**config.mk**
```make
export PLATFORM = sky130hd
export DESIGN_NAME = bfp_exponent_tracker
export DESIGN_NICKNAME = d
export VERILOG_FILES = /design/src/rtl/bfp_pkg.sv /design/src/rtl/bfp_sign_bitwidth.sv /design/src/rtl/bfp_exponent_tracker.sv
export SDC_FILE = /design/constraint.sdc
export NUM_CORES = 1
export LEC_CHECK = 0
export ABC_AREA = 1
export BUFFER_PORTS_ARGS = -buffer_cell sky130_fd_sc_hd__buf_2
export CAP_MARGIN = 20
export CORE_UTILIZATION = 50
export CTS_CLUSTER_SIZE = 8
export DETAILED_ROUTE_END_ITERATION = 10
export PLACE_DENSITY = 0.81
export SYNTH_ARGS = -nofsm -noshare
export SYNTH_HDL_FRONTEND = slang
export SYNTH_SLANG_ARGS = --single-unit
```
**constraint.sdc**
```tcl
create_clock -name clk -period 17.3 [get_ports clk]
set_input_delay 3.46 -clock clk [delete_from_list [all_inputs] [get_ports clk]]
set_output_delay 3.46 -clock clk [all_outputs]
set_load 0.03 [all_outputs]
```
**src/rtl/bfp_pkg.sv**
```systemverilog
// rtl/bfp_pkg.sv - shared types and the bit-width to shift mapping for BFP tracking
package bfp_pkg;

  localparam int FFT_DW_DEF = 16;
  localparam int BW_W_DEF   = 5;
  localparam int EXP_W_DEF  = 8;

  typedef logic        [BW_W_DEF-1:0] bw_t;
  typedef logic signed [EXP_W_DEF-1:0] exp_t;
  typedef logic signed [BW_W_DEF:0]   shift_t;

  // Headroom target is one guard bit below the sign: an empty stage needs no scaling.
  function automatic int bw_to_shift(input int bw, input int fft_dw);
    return (bw == 0) ? 0 : (fft_dw - 2) - bw;
  endfunction

endpackage

```
**src/rtl/bfp_sign_bitwidth.sv**
```systemverilog
// rtl/bfp_sign_bitwidth.sv - significant bit width of a signed sample (leading sign bits removed)
module bfp_sign_bitwidth #(
  parameter int FFT_DW = 16,
  parameter int BW_W   = 5
) (
  input  logic [FFT_DW-1:0] value,
  output logic [BW_W-1:0]   bw
);

  logic [FFT_DW-1:0] mag;

  // Folding negative values onto their complement makes -1 and 0 both width 0.
  always_comb begin
    mag = value ^ {FFT_DW{value[FFT_DW-1]}};
    bw  = '0;
    for (int i = 0; i < FFT_DW - 1; i++) begin
      if (mag[i]) bw = BW_W'(i + 1);
    end
  end

endmodule

```
**src/rtl/bfp_exponent_tracker.sv**
```systemverilog
// rtl/bfp_exponent_tracker.sv - per-frame running max bit width, stage shift and BFP exponent
module bfp_exponent_tracker
  import bfp_pkg::*;
#(
  parameter int FFT_DW     = 16,
  parameter int BW_W       = 5,
  parameter int EXP_W      = 8,
  parameter int NUM_STAGES = 11,
  parameter int FIXED_EXP  = -6
) (
  input  logic                     clk,
  input  logic                     reset,
  input  logic                     frame_start,
  input  logic                     sample_valid,
  input  logic signed [FFT_DW-1:0] sample_re,
  input  logic signed [FFT_DW-1:0] sample_im,
  input  logic                     stage_done,
  input  logic                     mode_adaptive,
  output logic [BW_W-1:0]          stage_bw,
  output logic                     stage_bw_valid,
  output logic signed [BW_W:0]     shift_amt,
  output logic [3:0]               stage_idx,
  output logic                     frame_done,
  output logic signed [EXP_W-1:0]  bfp_exponent,
  output logic                     exp_sat,
  output logic                     seq_err
);

  localparam int SW = BW_W + 1;
  localparam int XW = ((EXP_W > SW) ? EXP_W : SW) + 2;
  localparam logic signed [XW-1:0] EXP_MAX = XW'((1 <<< (EXP_W - 1)) - 1);
  localparam logic signed [XW-1:0] EXP_MIN = -EXP_MAX - XW'(1);

  logic [BW_W-1:0]        bw_re, bw_im, bw_samp, run_max, m_comb;
  logic signed [SW-1:0]   shift_next;
  logic signed [XW-1:0]   exp_sum;
  logic signed [EXP_W-1:0] exp_next;
  logic                   sat_next;
  logic                   mode_q;

  bfp_sign_bitwidth #(.FFT_DW(FFT_DW), .BW_W(BW_W)) u_bw_re (.value(sample_re), .bw(bw_re));
  bfp_sign_bitwidth #(.FFT_DW(FFT_DW), .BW_W(BW_W)) u_bw_im (.value(sample_im), .bw(bw_im));

  always_comb begin
    bw_samp    = (bw_re > bw_im) ? bw_re : bw_im;
    m_comb     = (sample_valid && bw_samp > run_max) ? bw_samp : run_max;
    shift_next = SW'(bw_to_shift(int'(m_comb), FFT_DW));
    // Stage 0 restarts accumulation so a stale exponent never leaks into a new frame.
    exp_sum    = ((stage_idx == 4'd0) ? XW'(0) : XW'(bfp_exponent)) - XW'(shift_next);
    sat_next   = 1'b0;
    if (exp_sum > EXP_MAX) begin
      exp_next = EXP_W'(EXP_MAX);
      sat_next = 1'b1;
    end else if (exp_sum < EXP_MIN) begin
      exp_next = EXP_W'(EXP_MIN);
      sat_next = 1'b1;
    end else begin
      exp_next = EXP_W'(exp_sum);
    end
  end

  always_ff @(posedge clk) begin
    if (reset) begin
      stage_bw       <= '0;
      stage_bw_valid <= 1'b0;
      shift_amt      <= '0;
      stage_idx      <= '0;
      frame_done     <= 1'b0;
      bfp_exponent   <= '0;
      exp_sat        <= 1'b0;
      seq_err        <= 1'b0;
      run_max        <= '0;
      mode_q         <= 1'b1;
    end else begin
      stage_bw_valid <= 1'b0;
      frame_done     <= 1'b0;
      if (frame_start) begin
        run_max      <= '0;
        stage_idx    <= '0;
        bfp_exponent <= mode_adaptive ? '0 : EXP_W'(FIXED_EXP);
        exp_sat      <= 1'b0;
        seq_err      <= 1'b0;
        mode_q       <= mode_adaptive;
      end else if (stage_done && stage_idx == 4'(NUM_STAGES)) begin
        seq_err <= 1'b1;
        if (sample_valid) run_max <= m_comb;
      end else if (stage_done) begin
        stage_bw       <= m_comb;
        shift_amt      <= shift_next;
        stage_bw_valid <= 1'b1;
        run_max        <= '0;
        stage_idx      <= stage_idx + 4'd1;
        frame_done     <= (stage_idx == 4'(NUM_STAGES - 1));
        if (mode_q) begin
          bfp_exponent <= exp_next;
          if (sat_next) exp_sat <= 1'b1;
        end else begin
          bfp_exponent <= EXP_W'(FIXED_EXP);
        end
      end else if (sample_valid) begin
        run_max <= m_comb;
      end
    end
  end

endmodule

```
* Yosys cells after proc, flatten, opt, wreduce, memory -nomap -nowiden
Index checks and enable logic that the tools add are counted.
** Operators by class
- Muxes and demuxes :: 47
- Add/subtract/negate cells :: 3
- Eq/ne operators :: 3
- Magnitude comparators :: 4
- Bitwise logic cells :: 5
- Reduce and logical (&&, ||, !) cells :: 12
** Operator list (number)
- 2-to-1 mux 4 bit :: 16
- 2-to-1 mux 8 bit :: 7
- XOR 15 bit :: 2
- 2-to-1 mux 5 bit :: 5
- 2-to-1 mux 3 bit :: 8
- greater-than comparator 10 x 8 -> 1 bit (second input constant) :: 1
- greater-than comparator 5 bit :: 2
- < comparator 10 x 8 -> 1 bit (second input constant) :: 1
- 2-to-1 mux 10 bit :: 1
- subtractor 10 x 6 -> 10 bit :: 1
- equality test 4 bit (second input constant) :: 2
- 2-to-1 mux 2 bit :: 4
- 2-to-1 mux 6 bit :: 1
- subtractor 4 x 5 -> 6 bit (first input constant) :: 1
- logical NOT 5 bit :: 1
- 2-to-1 mux 1 bit :: 5
- adder 4 x 1 -> 4 bit (second input constant) :: 1
- logical NOT 4 bit :: 1
- AND reduction 2 bit :: 2
- AND reduction 4 bit :: 1
- OR reduction 4 bit :: 1
- NOT 1 bit :: 3
- AND reduction 3 bit :: 1
- OR reduction 3 bit :: 1
- 4 further kinds :: 5
** Word-level totals
- Word-level logic and storage cells :: 84
- Flip-flop bits (word level) :: 33

* Depth between registers and ports, before layout
Gate-level depths: netlist of run 1.
- Word-level depth :: 31
- Depth in mapped cells :: 56
- Mapped depth without buffers :: 55

* By module
A second synthesis of run 1 with hierarchy kept.
** Second synthesis, totals
- Cells, all modules :: 447
- Area total of the unflattened synthesis :: 2891.5 µm²
** By module, submodules not included
- bfp_exponent_tracker :: cells each 331, instances 1, area each 2228.4 µm²
- bfp_sign_bitwidth :: cells each 58, instances 2, area each 331.6 µm²

* Least setup slack after synthesis of run 1
No wires, ideal clock.
- Kind :: input -> register
- Start :: input sample_re[15]
- End :: register bfp_exponent[5]
- Path slack :: 8.241 ns
- Stages :: 46
- Data arrival time :: 8.932 ns
- Required time :: 17.173 ns
- Setup time :: 0.127 ns
- Path through :: buf_6 > buf_6 > nand2_1 > nand2_1 > nand3_1 > nand2_1 > nand2_1 > nand2_1 > nand2_1 > nand2_1 > nand2_1 > nand2_1 > nand2_1 > nand2_1 > nand2_1 > a21boi_0 > ha_1 > a32oi_1 > [10 not listed] > inv_2 > ha_1 > or2_1 > nand3_2 > ha_1 > a21oi_1 > nand2_1 > a21oi_1 > o21bai_1 > nand3_1 > nand2_1 > xor2_1 > o21ai_0 > inv_1 > nor2_1 > o21ai_0 > nand3_1 > o21ai_0
** Between the ends
- Cells in the longest elaborated chain, start to end :: 31
- Elaborated cells on any way between the ends :: 33
** Ends and longest elaborated chain
- start, declared :: line bfp_exponent_tracker.sv:15 : input logic signed [FFT_DW-1:0] sample_re,
- XOR 15 bit (*) :: line bfp_sign_bitwidth.sv:14 : mag = value ^ {FFT_DW{value[FFT_DW-1]}};
- 2-to-1 mux 1 bit :: line bfp_sign_bitwidth.sv:17 : if (mag[i]) bw = BW_W'(i + 1);
- 2-to-1 mux 2 bit (2 in a row) :: line bfp_sign_bitwidth.sv:17
- 2-to-1 mux 3 bit (4 in a row) :: line bfp_sign_bitwidth.sv:17
- 2-to-1 mux 4 bit (7 in a row) :: line bfp_sign_bitwidth.sv:17
- 2-to-1 mux 4 bit (*) :: line bfp_sign_bitwidth.sv:17
- greater-than comparator 5 bit :: line bfp_exponent_tracker.sv:45 : bw_samp = (bw_re > bw_im) ? bw_re : bw_im;
- 2-to-1 mux 5 bit (*) :: line bfp_exponent_tracker.sv:45
- [3 not listed]
- named net m_comb[0] :: line bfp_exponent_tracker.sv:34 : logic [BW_W-1:0] bw_re, bw_im, bw_samp, run_max, m_comb;
- [2 not listed]
- subtractor 10 x 6 -> 10 bit (*) :: line bfp_exponent_tracker.sv:49 : exp_sum = ((stage_idx == 4'd0) ? XW'(0) : XW'(bfp_exponent)) - XW'(shift_next);
- < comparator 10 x 8 -> 1 bit :: line bfp_exponent_tracker.sv:54 : end else if (exp_sum < EXP_MIN) begin
- 2-to-1 mux 8 bit :: line bfp_exponent_tracker.sv:54
- 2-to-1 mux 8 bit (*) :: line bfp_exponent_tracker.sv:51 : if (exp_sum > EXP_MAX) begin
- 2-to-1 mux 8 bit (*) :: line bfp_exponent_tracker.sv:94 : if (mode_q) begin
- 2-to-1 mux 8 bit (*) :: line bfp_exponent_tracker.sv:87 : end else if (stage_done) begin
- 2-to-1 mux 8 bit (*) :: line bfp_exponent_tracker.sv:84 : end else if (stage_done && stage_idx == 4'(NUM_STAGES)) begin
- 2-to-1 mux 8 bit (*) :: line bfp_exponent_tracker.sv:77 : if (frame_start) begin
- end signal, assigned :: line bfp_exponent_tracker.sv:80 : bfp_exponent <= mode_adaptive ? '0 : EXP_W'(FIXED_EXP);
- end signal, assigned :: line bfp_exponent_tracker.sv:95 : bfp_exponent <= exp_next;
- end signal, assigned :: line bfp_exponent_tracker.sv:98 : bfp_exponent <= EXP_W'(FIXED_EXP);
- end, declared :: line bfp_exponent_tracker.sv:24 : output logic signed [EXP_W-1:0] bfp_exponent,
The timed path passes the listed nets; every way through them passes the cells marked *. The select of a mux whose other input is x is not followed.
A chain may end at the register's enable or synchronous reset.

* Final worst setup path of run 1
- Start :: input sample_im[15]
- End :: register bfp_exponent[4]
** Between the ends
- Cells in the longest elaborated chain, start to end :: 31
- Elaborated cells on any way between the ends :: 33
** Ends and longest elaborated chain
- start, declared :: line bfp_exponent_tracker.sv:16 : input logic signed [FFT_DW-1:0] sample_im,
- XOR 15 bit (*) :: line bfp_sign_bitwidth.sv:14
- 2-to-1 mux 1 bit :: line bfp_sign_bitwidth.sv:17
- 2-to-1 mux 2 bit (2 in a row) :: line bfp_sign_bitwidth.sv:17
- 2-to-1 mux 3 bit (4 in a row) :: line bfp_sign_bitwidth.sv:17
- 2-to-1 mux 4 bit (7 in a row) :: line bfp_sign_bitwidth.sv:17
- 2-to-1 mux 4 bit (*) :: line bfp_sign_bitwidth.sv:17
- greater-than comparator 5 bit :: line bfp_exponent_tracker.sv:45
- 2-to-1 mux 5 bit (*) :: line bfp_exponent_tracker.sv:45
- [3 not listed]
- named net m_comb[1] :: line bfp_exponent_tracker.sv:34
- [2 not listed]
- named net shift_next[0] :: line bfp_exponent_tracker.sv:35 : logic signed [SW-1:0] shift_next;
- subtractor 10 x 6 -> 10 bit (*) :: line bfp_exponent_tracker.sv:49
- < comparator 10 x 8 -> 1 bit :: line bfp_exponent_tracker.sv:54
- 2-to-1 mux 8 bit :: line bfp_exponent_tracker.sv:54
- 2-to-1 mux 8 bit (*) :: line bfp_exponent_tracker.sv:51
- 2-to-1 mux 8 bit (*) :: line bfp_exponent_tracker.sv:94
- 2-to-1 mux 8 bit (*) :: line bfp_exponent_tracker.sv:87
- 2-to-1 mux 8 bit (*) :: line bfp_exponent_tracker.sv:84
- 2-to-1 mux 8 bit (*) :: line bfp_exponent_tracker.sv:77
Marks and branches as above.

==> results.sh, run 1 <==
export IMPL_status="finished clean"
export IMPL_nets=532
export IMPL_finalNonFillerCells=543
export IMPL_areaGrowthSynthToFinish_pct=15.03
export IMPL_grt_overflow=0
export IMPL_skew_ns=0.007558
export IMPL_place_inst=535
export IMPL_layout_min_cycle_time_ns=9.826
export IMPL_critPathMaxFanout=17
export IMPL_fill_cells=479
export IMPL_grt_pass1_wl_um=9901
export IMPL_synth_fa_ha_area_share_pct=10.14
export IMPL_setup_viol=0
export IMPL_max_stage_delay_ns=0.45
export IMPL_antenna_found_initial=0
export IMPL_hold_slack_ns=0.4491
export IMPL_place_hpwl_um=4634
export IMPL_drv_slew=0
export IMPL_vias=2612
export IMPL_peakVddDrop_mv=0.05540
export IMPL_hp_class="flop to flop"
export IMPL_muxShareOfSynthArea_pct=0
export IMPL_first_iter_violations=118
export IMPL_hold_viol=0
export IMPL_min_period_over_period_pct=56.80
export IMPL_gp_congestion=0.9002
export IMPL_post_synth_num_cell_types=41
export IMPL_syn_nets=469
export IMPL_maxCapViolations=0
export IMPL_die_x_um=76.69
export IMPL_synth_seq_cells=33
export IMPL_wl_um=5731
export IMPL_synth_compound_area_share_pct=13.46
export IMPL_cts_setup_buffers=0
export IMPL_grtUsageTotal_pct=20.66
export IMPL_die_area_um2=5881
export IMPL_yosys_area_share_xor_xnor_pct=11.26
export IMPL_slew_headroom_pct=60.16
export IMPL_n_antenna_cell=0
export IMPL_clkSlewWorstSetupHoldPaths_ns=0.07
export IMPL_required_ns=17.46
export IMPL_setup_tns_ns=0
export IMPL_grt_max_degree=21
export IMPL_avgSynthCellArea_um2=6.819
export IMPL_place_area_um2=3126
export IMPL_fmax_mhz=101.8
export IMPL_crit_arrival_ns=9.99
export IMPL_syn_inst=409
export IMPL_fin_area_um2=3208
export IMPL_yosysWarnings=0
export IMPL_p_per_area_nw_per_um2=99.03
export IMPL_htreeDepth=2
export IMPL_initial_utilization_pct=53.25
export IMPL_synthSimpleGateAreaFrac_pct=28.80
export IMPL_cts_repair_resized=0
export IMPL_end_kind="flop"
export IMPL_cts_buffers_inserted=5
export IMPL_clock_sinks=33
export IMPL_start_kind="input port"
export IMPL_ioPinCount=65
export IMPL_core_area_um2=5238
export IMPL_wire_per_inst_um=10.55
export IMPL_synth_top_family_by_area="simple AND/OR/NAND/NOR gates"
export IMPL_slowest_stage="a32oi_1"
export IMPL_grt_pass1_vias=2399
export IMPL_drtAntennaViolNets=0
export IMPL_clockBufferDepth=2
export IMPL_dr_pass1_iters=4
export IMPL_worstSetupPathType="input port to flop"
export IMPL_drive_above_1_share_pct=23.68
export IMPL_rsz0062_at_grt="no"
export IMPL_cts_tree="done"
export IMPL_viasPerCell=4.810
export IMPL_dieHeight_um=76.69
export IMPL_root_buffer="clkbuf_8"
export IMPL_portBuffers=64
export IMPL_route_detailed_drc=0
export IMPL_rows=26
export IMPL_p_total_w=0.0003177
export IMPL_worst_slew_pin_slew_ns=0.5970
export IMPL_hold_buffers=0
export IMPL_cpMostUsedCell="nand2_1"
export IMPL_worst_skew_pair_late_latency_ns=0.30
export IMPL_synth_seq_area_share_pct=23.69
export IMPL_syn_cell_area_um2=2789
export IMPL_power_leakage_nw=1.722
## layout make-up
class | instances | area [um2] | share of cell area [%]
Sequential cell | 33 | 660.6 | 20.59
Clock buffer | 6 | 72.57 | 2.262
Timing Repair Buffer | 65 | 327.8 | 10.22
Tap cell | 70 | 87.58 | 2.730
Multi-Input combinational cell | 294 | 1775 | 55.34
Inverter | 73 | 274.0 | 8.541
Clock inverter | 2 | 10.01 | 0.3120
## cells in the final DEF, fill, tap and decap left out, types with 2 or more instances in the layout
cell,n
nand2_1,98
inv_1,65
buf_2,64
nor2_1,34
dfxtp_1,33
nand3_1,21
o21ai_0,21
ha_1,21
a21oi_1,16
xnor2_1,15
xor2_1,14
inv_2,8
nor2_2,7
o211ai_1,6
nand4_1,5
nand3_2,5
clkbuf_8,5
nand2_2,4
o21ai_2,4
o21ai_1,2
and2_1,2
a21oi_2,2
or2_1,2
clkinv_2,2
## sequential cells by signal (all words and copies together) (netlist names)
signal	cells
frame_done	1
bfp_exponent	8
mode_q	1
stage_bw	5
run_max	5
stage_bw_valid	1
shift_amt	6
seq_err	1
exp_sat	1
stage_idx	4
## per-stage QoR
step           util [%]  worst slack [ns]
3_5_place_dp      59.68             7.205
6_report          61.25             7.474
5_1_grt           61.25             6.587
3_3_place_gp      59.68             7.533
4_1_cts           61.25             7.521
2_1_floorplan         -             8.241
## power breakdown
part           switching, W  total (W)  leakage (nW)  internal (W)
clock             0.0000290  0.0000569        0.0450     0.0000279
combinational      0.000111   0.000174          1.41     0.0000624
sequential       0.00000359  0.0000871         0.271     0.0000835
total              0.000144   0.000318          1.72      0.000174
## final timing paths
path | start | end | slack, ns | depth (start not counted)
setup / recovery | sample_im[15] | bfp_exponent[4]$_SDFFE_PP0P_ | 7.47 | 54
hold / removal | seq_err$_SDFFE_PP0P_ | seq_err$_SDFFE_PP0P_ | 0.45 | 2
setup reg to reg | run_max[2]$_SDFF_PP0_ | bfp_exponent[4]$_SDFFE_PP0P_ | 12.75 | 32
hold reg to reg | seq_err$_SDFFE_PP0P_ | seq_err$_SDFFE_PP0P_ | 0.45 | 2
## synthesized netlist by cell type
| master | instances | area share [%] |
|---|---|---|
| nand2_1 | 98 | 13 |
| inv_1 | 65 | 8.7 |
| nor2_1 | 34 | 4.6 |
| dfxtp_1 | 33 | 24 |
| ha_1 | 21 | 9.4 |
| nand3_1 | 21 | 3.8 |
| o21ai_0 | 21 | 3.8 |
| a21oi_1 | 16 | 2.9 |
| xnor2_1 | 15 | 4.7 |
| xor2_1 | 14 | 4.4 |
| inv_2 | 8 | 1.1 |
| nor2_2 | 7 | 1.6 |
| o211ai_1 | 6 | 1.6 |
| nand3_2 | 5 | 1.8 |
| nand4_1 | 5 | 1.1 |
| nand2_2 | 4 | 0.90 |
| o21ai_2 | 4 | 1.3 |
| buf_6 | 3 | 1.2 |
| a21oi_2 | 2 | 0.63 |
| and2_1 | 2 | 0.45 |
| buf_2 | 2 | 0.36 |
| clkbuf_1 | 2 | 0.27 |
| o21ai_1 | 2 | 0.36 |
| or2_1 | 2 | 0.45 |
| a211oi_1 | 1 | 0.27 |
| a21boi_0 | 1 | 0.27 |
| a21boi_2 | 1 | 0.40 |
| a22oi_2 | 1 | 0.45 |
| a32oi_1 | 1 | 0.31 |
| buf_12 | 1 | 0.72 |
| buf_4 | 1 | 0.27 |
| fa_1 | 1 | 0.72 |
| nor2_4 | 1 | 0.40 |
| nor3_2 | 1 | 0.36 |
| o211ai_2 | 1 | 0.45 |
| o21a_4 | 1 | 0.54 |
| o21bai_1 | 1 | 0.27 |
| or2_2 | 1 | 0.22 |
| xnor2_2 | 1 | 0.58 |
| xnor2_4 | 1 | 0.99 |
| xor2_2 | 1 | 0.58 |
## per-layer routing
layer	global-route usage (%)	part of all wire, %	routed length, um
met1	25.86	48	2778
met2	34.91	46	2628
met3	3.571	4.0	227
met4	8.269	1.7	97
met5	0	0	0
## critical path: cells and delay by family
| family | cells | cell delay (ns) |
|---|---|---|
| buffers and inverters | 9 | 1.12 |
| AOI/OAI and AO/OA | 11 | 1.82 |
| adders and majority gates | 5 | 1.06 |
| and+or+nand+nor | 29 | 2.53 |
## cell families (layout without fill, tap and decap cells)
group,Yosys count,after routing
and+or+nand+nor,181,181
buffers and inverters,82,146
AOI/OAI and AO/OA,59,59
DFF,33,33
xor gates and xnor gates,32,32
adders and majority gates,22,22
Power figures use the tool's default switching activity.
==> inputs of run 2 (changes only) <==
- clock period: 17.3 -> 9.2 ns (I/O delays scaled with it)
==> run 2 against run 1 <==
Routed wire length fell by 0.99%. Setup slack got worse by 6.5 ns. Cell count down 0.18%. Cell area grew 0.12%. Sequential share of layout area about the same. Die area did not move. Clock power increased by 95%. Clock-buffer cell count up 1. Non-clock buffer count unchanged. First-iteration DRC count increased by 22%. Largest power group unchanged. Register-to-register slack worse by 8.2 ns. Sequential power rose by 88%.
==> results.sh, run 2 (synthesis results as in run 1) <==
export IMPL_final_cell_mix="98 x nand2_1, 65 x inv_1, 64 x buf_2"
export IMPL_place_inst=535
export IMPL_fill_cells=479
export IMPL_setup_viol=0
export IMPL_rsz0062_at_grt="no"
export IMPL_rows=26
export IMPL_layout_min_cycle_time_ns=8.256
export IMPL_max_stage_delay_ns=0.42
export IMPL_grtUsageTotal_pct=20.13
export IMPL_place_hpwl_um=4567
export IMPL_setup_tns_ns=0
export IMPL_largestRegisters="bfp_exponent x8, shift_amt x6"
export IMPL_cts_repair_resized=0
export IMPL_cts_buffers_inserted=5
export IMPL_clkSlewWorstSetupHoldPaths_ns=0.07
export IMPL_die_area_um2=5881
export IMPL_wl_um=5674
export IMPL_hold_viol=0
export IMPL_status="finished clean"
export IMPL_worst_slew_pin_slew_ns=0.5771
export IMPL_first_iter_violations=144
export IMPL_dr_pass1_iters=4
export IMPL_cts_setup_buffers=0
export IMPL_power_leakage_nw=1.722
export IMPL_dieHeight_um=76.69
export IMPL_drtAntennaViolNets=0
export IMPL_cpMostUsedCell="nand2_1"
export IMPL_root_buffer="clkbuf_8"
export IMPL_pre_cts_slack_ns=0.7039
export IMPL_grt_pass1_wl_um=9880
export IMPL_skew_ns=0.007476
export IMPL_clock_sinks=33
export IMPL_cts_tree="done"
export IMPL_largest_reg_flops=8
export IMPL_clockBufferDepth=2
export IMPL_n_antenna_cell=0
export IMPL_core_area_um2=5238
export IMPL_min_period_over_period_pct=89.74
export IMPL_slowest_stage="a32oi_1"
export IMPL_crit_arrival_ns=8.42
export IMPL_grt_max_degree=21
export IMPL_antenna_found_initial=0
export IMPL_nets=532
export IMPL_grt_pass1_vias=2410
export IMPL_ioPinCount=65
export IMPL_hp_class="flop to flop"
export IMPL_required_ns=9.36
export IMPL_hold_buffers=0
export IMPL_slew_headroom_pct=61.49
export IMPL_route_detailed_drc=0
export IMPL_finalNonFillerCells=542
export IMPL_maxCapViolations=0
export IMPL_p_per_area_nw_per_um2=186.6
export IMPL_fmax_mhz=121.1
export IMPL_peakVddDrop_mv=0.1148
export IMPL_grt_overflow=0
export IMPL_initial_utilization_pct=53.25
export IMPL_gp_congestion=0.9001
export IMPL_worst_skew_pair_late_latency_ns=0.29
export IMPL_setup_ws_ns=0.9436
export IMPL_vias=2610
export IMPL_drv_slew=0
export IMPL_wire_per_inst_um=10.47
export IMPL_whs_path_depth=2
export IMPL_top_register="bfp_exponent"
export IMPL_r2r_cells=26
export IMPL_start_kind="input port"
export IMPL_critPathMaxFanout=17
export IMPL_areaGrowthSynthToFinish_pct=15.16
export IMPL_htreeDepth=2
export IMPL_end_kind="flop"
export IMPL_worstSetupPathType="input port to flop"
export IMPL_viasPerCell=4.815
export IMPL_layout_commonest_cell="nand2_1"
export IMPL_portBuffers=64
export IMPL_drive_above_1_share_pct=23.52
export IMPL_die_x_um=76.69
-- run 2: cell types whose count changed in the layout (fill, tap and decap cells not counted) --
cell      before  now
clkbuf_8       5    6
clkinv_2       2    0
-- run 2: critical path: cells and delay by family --
family	cells	cell delay, ns
fa+ha+maj	4	1.01
compound gates	11	1.96
simple gates	27	2.67
xor+xnor	1	0.16
buf+inv	5	0.75
-- run 2: report_power, final --
part	internal, W	switching (W)	total (W)
registers	0.000157	0.00000679	0.000164
logic	0.000117	0.000208	0.000325
clock network	0.0000593	0.0000513	0.000111
total	0.000333	0.000266	0.000599
-- run 2: layout make-up --
type	instances	area, um2	area share [%]
Tap cell	70	87.58	2.727
Clock buffer	7	86.33	2.688
Timing Repair Buffer	65	327.8	10.21
Sequential cell	33	660.6	20.57
Inverter	73	274.0	8.531
Multi-Input combinational cell	294	1775	55.28
-- run 2: metal layers --
layer / part of all wire [%] / routed length, um / global-route usage, %
met5: 0 / 0 / 0
met4: 0.93 / 53 / 5.769
met3: 3.5 / 196 / 2.976
met2: 46 / 2620 / 34.38
met1: 49 / 2804 / 26.10
-- run 2: worst paths after layout --
check | from | slack, ns | to
max | sample_im[15] | 0.94 | bfp_exponent[6]$_SDFFE_PP0P_
min | seq_err$_SDFFE_PP0P_ | 0.44 | seq_err$_SDFFE_PP0P_
max reg2reg | run_max[2]$_SDFF_PP0_ | 4.59 | bfp_exponent[6]$_SDFFE_PP0P_
min reg2reg | seq_err$_SDFFE_PP0P_ | 0.44 | seq_err$_SDFFE_PP0P_
-- run 2: per-stage QoR --
stage                     total power (W)  util, %  hold slack (ns)  area [um2]
after floorplan                 0.0004193        -           0.4463        2789
after global placement          0.0004780    59.68           0.4332        3126
after detailed placement        0.0004885    59.68           0.4344        3126
after CTS                       0.0005996    61.32           0.4448        3212
after global routing            0.0006488    61.32           0.4820        3212
final                           0.0005992    61.32           0.4419        3212
==> inputs of run 3 (changes only) <==
- BUFFER_PORTS_ARGS: -buffer_cell sky130_fd_sc_hd__buf_2 -> -buffer_cell sky130_fd_sc_hd__buf_4
- GPL_TIMING_DRIVEN: unset -> 0
==> run 3 against run 2 <==
Non-clock buffer count rose by 6. Sequential power about the same. Clock power decreased by 9.9%. Clock skew about the same. Clock-buffer cell count is 2 lower. Cell count rose by 0.92%. Fmax up 1.7%. Routed wire length is 1.5% higher.
==> results.sh, run 3 (synthesis results as in run 1) <==
export IMPL_core_area_um2=5238
export IMPL_clockBufferDepth=2
export IMPL_r2r_cells=32
export IMPL_hold_buffers=0
export IMPL_whs_path_depth=2
export IMPL_wl_um=5759
export IMPL_critical_path_top_delay_family="simple AND/OR/NAND/NOR gates"
export IMPL_fmax_mhz=123.2
export IMPL_place_inst=541
export IMPL_intPower_w=0.0003365
export IMPL_worstReg2RegStart="run_max[2]$_SDFF_PP0_"
export IMPL_nets=538
export IMPL_viasPerCell=4.967
export IMPL_dr_pass1_iters=4
export IMPL_r2r_end="bfp_exponent[4]$_SDFFE_PP0P_"
export IMPL_vias=2717
export IMPL_drv_slew=0
export IMPL_grt_overflow=0
export IMPL_combPwrFrac_pct=55.9
export IMPL_drtAntennaViolNets=0
export IMPL_largest_reg_flops=8
export IMPL_peakVddDrop_mv=0.1095
export IMPL_grt_pass1_vias=2535
export IMPL_first_iter_violations=125
export IMPL_htreeDepth=2
export IMPL_crit_arrival_ns=8.28
export IMPL_cts_setup_buffers=0
export IMPL_route_detailed_drc=0
export IMPL_worst_slew_pin_slew_ns=0.5628
export IMPL_place_area_um2=3342
export IMPL_die_x_um=76.69
export IMPL_finalNonFillerCells=547
export IMPL_root_buffer="clkbuf_8"
export IMPL_fin_area_um2=3416
export IMPL_portBuffers=62
export IMPL_grtUsageTotal_pct=20.89
export IMPL_start_kind="input port"
export IMPL_hp_class="flop to flop"
export IMPL_critPathMaxFanout=10
export IMPL_n_antenna_cell=0
export IMPL_slew_headroom_pct=62.48
export IMPL_min_period_over_period_pct=88.25
export IMPL_worstSetupPathType="input port to flop"
export IMPL_areaGrowthSynthToFinish_pct=22.48
export IMPL_place_hpwl_um=4662
export IMPL_clkPwrFrac_pct=16.7
export IMPL_hold_slack_ns=0.4514
export IMPL_end_kind="flop"
export IMPL_gp_congestion=0.8951
export IMPL_die_area_um2=5881
export IMPL_clock_sinks=33
export IMPL_crit_buf_inv=10
export IMPL_rows=26
export IMPL_cts_tree="done"
export IMPL_largestRegisters="bfp_exponent x8, shift_amt x6"
export IMPL_status="finished clean"
export IMPL_wire_per_inst_um=10.53
export IMPL_dieHeight_um=76.69
export IMPL_p_sw_share_pct=43.98
export IMPL_startpoint="sample_re[15]"
export IMPL_utilization_pct=65.22
export IMPL_required_ns=9.36
export IMPL_layout_commonest_cell="nand2_1"
export IMPL_r2r_setup_slack_ns=4.58
export IMPL_top_register="bfp_exponent"
export IMPL_slowest_stage="a32oi_1"
export IMPL_grt_pass1_wl_um=10320
export IMPL_ioPinCount=65
export IMPL_cts_buffers_inserted=5
export IMPL_cts_repair_resized=0
export IMPL_worst_skew_pair_late_latency_ns=0.28
export IMPL_regArea_um2=660.6
export IMPL_p_per_area_nw_per_um2=175.9
export IMPL_skew_ns=0.007080
export IMPL_setup_viol=0
export IMPL_setup_tns_ns=0
export IMPL_clkSlewWorstSetupHoldPaths_ns=0.07
export IMPL_power_leakage_nw=1.782
export IMPL_final_cell_mix="98 x nand2_1, 65 x inv_1, 63 x buf_4"
export IMPL_multi_input_area_um2=1775
export IMPL_p_sw_w=0.0002642
export IMPL_max_stage_delay_ns=0.49
export IMPL_maxCapViolations=0
export IMPL_antenna_found_initial=0
export IMPL_initial_utilization_pct=53.25
export IMPL_worstHoldStart="seq_err$_SDFFE_PP0P_"
export IMPL_rsz0062_at_grt="no"
export IMPL_hold_end="seq_err$_SDFFE_PP0P_"
export IMPL_hold_viol=0
export IMPL_drive_above_1_share_pct=24.11
export IMPL_cpMostUsedCell="nand2_1"
export IMPL_fill_cells=482
export IMPL_p_seq_share_pct=27.4
export IMPL_layout_min_cycle_time_ns=8.119
export IMPL_grt_max_degree=11
-- run 3: cell count changes in the layout (fill, tap and decap cells not counted), sizes merged --
cell | before | now
buf | 65 | 69
clkinv | 0 | 1
-- run 3: tightest hold or removal path, stage by stage, from the launching register on --
cell     delay (ns)
dfxtp_1        0.31
inv_1          0.05
a21oi_1        0.05
-- run 3: area by class of cell --
class	count	share of cell area, %
tap	70	2.564
buffer	9	2.308
inverter	73	8.022
clock buffer	5	2.015
sequential	33	19.34
clock inverter	1	0.1465
timing repair buffer	62	13.63
multi-input combinational	294	51.98
-- run 3: per-layer routing --
metal,wire (um),vias to the layer above,track usage (%)
li1,-,1423,-
met3,318,10,3.452
met4,60,0,5.192
met1,2630,1210,25.44
met5,0,-,0
met2,2749,74,37.77
-- run 3: how the worst max path moves through the flow --
stage / endpoint / slack (ns) / cells after the start
final: bfp_exponent[4]$_SDFFE_PP0P_ / 1.08 / 52
after detailed placement: bfp_exponent[6]$_SDFFE_PP0P_ / 0.87 / 52
after CTS: bfp_exponent[4]$_SDFFE_PP0P_ / 1.08 / 52
after global placement: bfp_exponent[5]$_SDFFE_PP0P_ / 0.98 / 52
after global routing: bfp_exponent[4]$_SDFFE_PP0P_ / 0.25 / 55
after floorplan: bfp_exponent[5]$_SDFFE_PP0P_ / 1.76 / 46
-- run 3: stage by stage --
| stage | worst slack (ns) | power [W] |
|---|---|---|
| after floorplan | 1.761 | 0.0004193 |
| after global placement | 0.9801 | 0.0004896 |
| after detailed placement | 0.8682 | 0.0004988 |
| after CTS | 1.080 | 0.0006006 |
| after global routing | 0.2464 | 0.0006524 |
| final | 1.081 | 0.0006008 |
-- run 3: power by group through the flow --
| stage | logic (W) | registers [W] | clock network (W) |
|---|---|---|---|
| 3_5_place_dp | 0.000331 | 0.000168 | 0 |
| 2_1_floorplan | 0.000227 | 0.000192 | 0 |
| 6_report | 0.000336 | 0.000164 | 0.000100 |
| 5_1_grt | 0.000379 | 0.000166 | 0.000107 |
| 3_3_place_gp | 0.000322 | 0.000167 | 0 |
| 4_1_cts | 0.000336 | 0.000165 | 0.000100 |
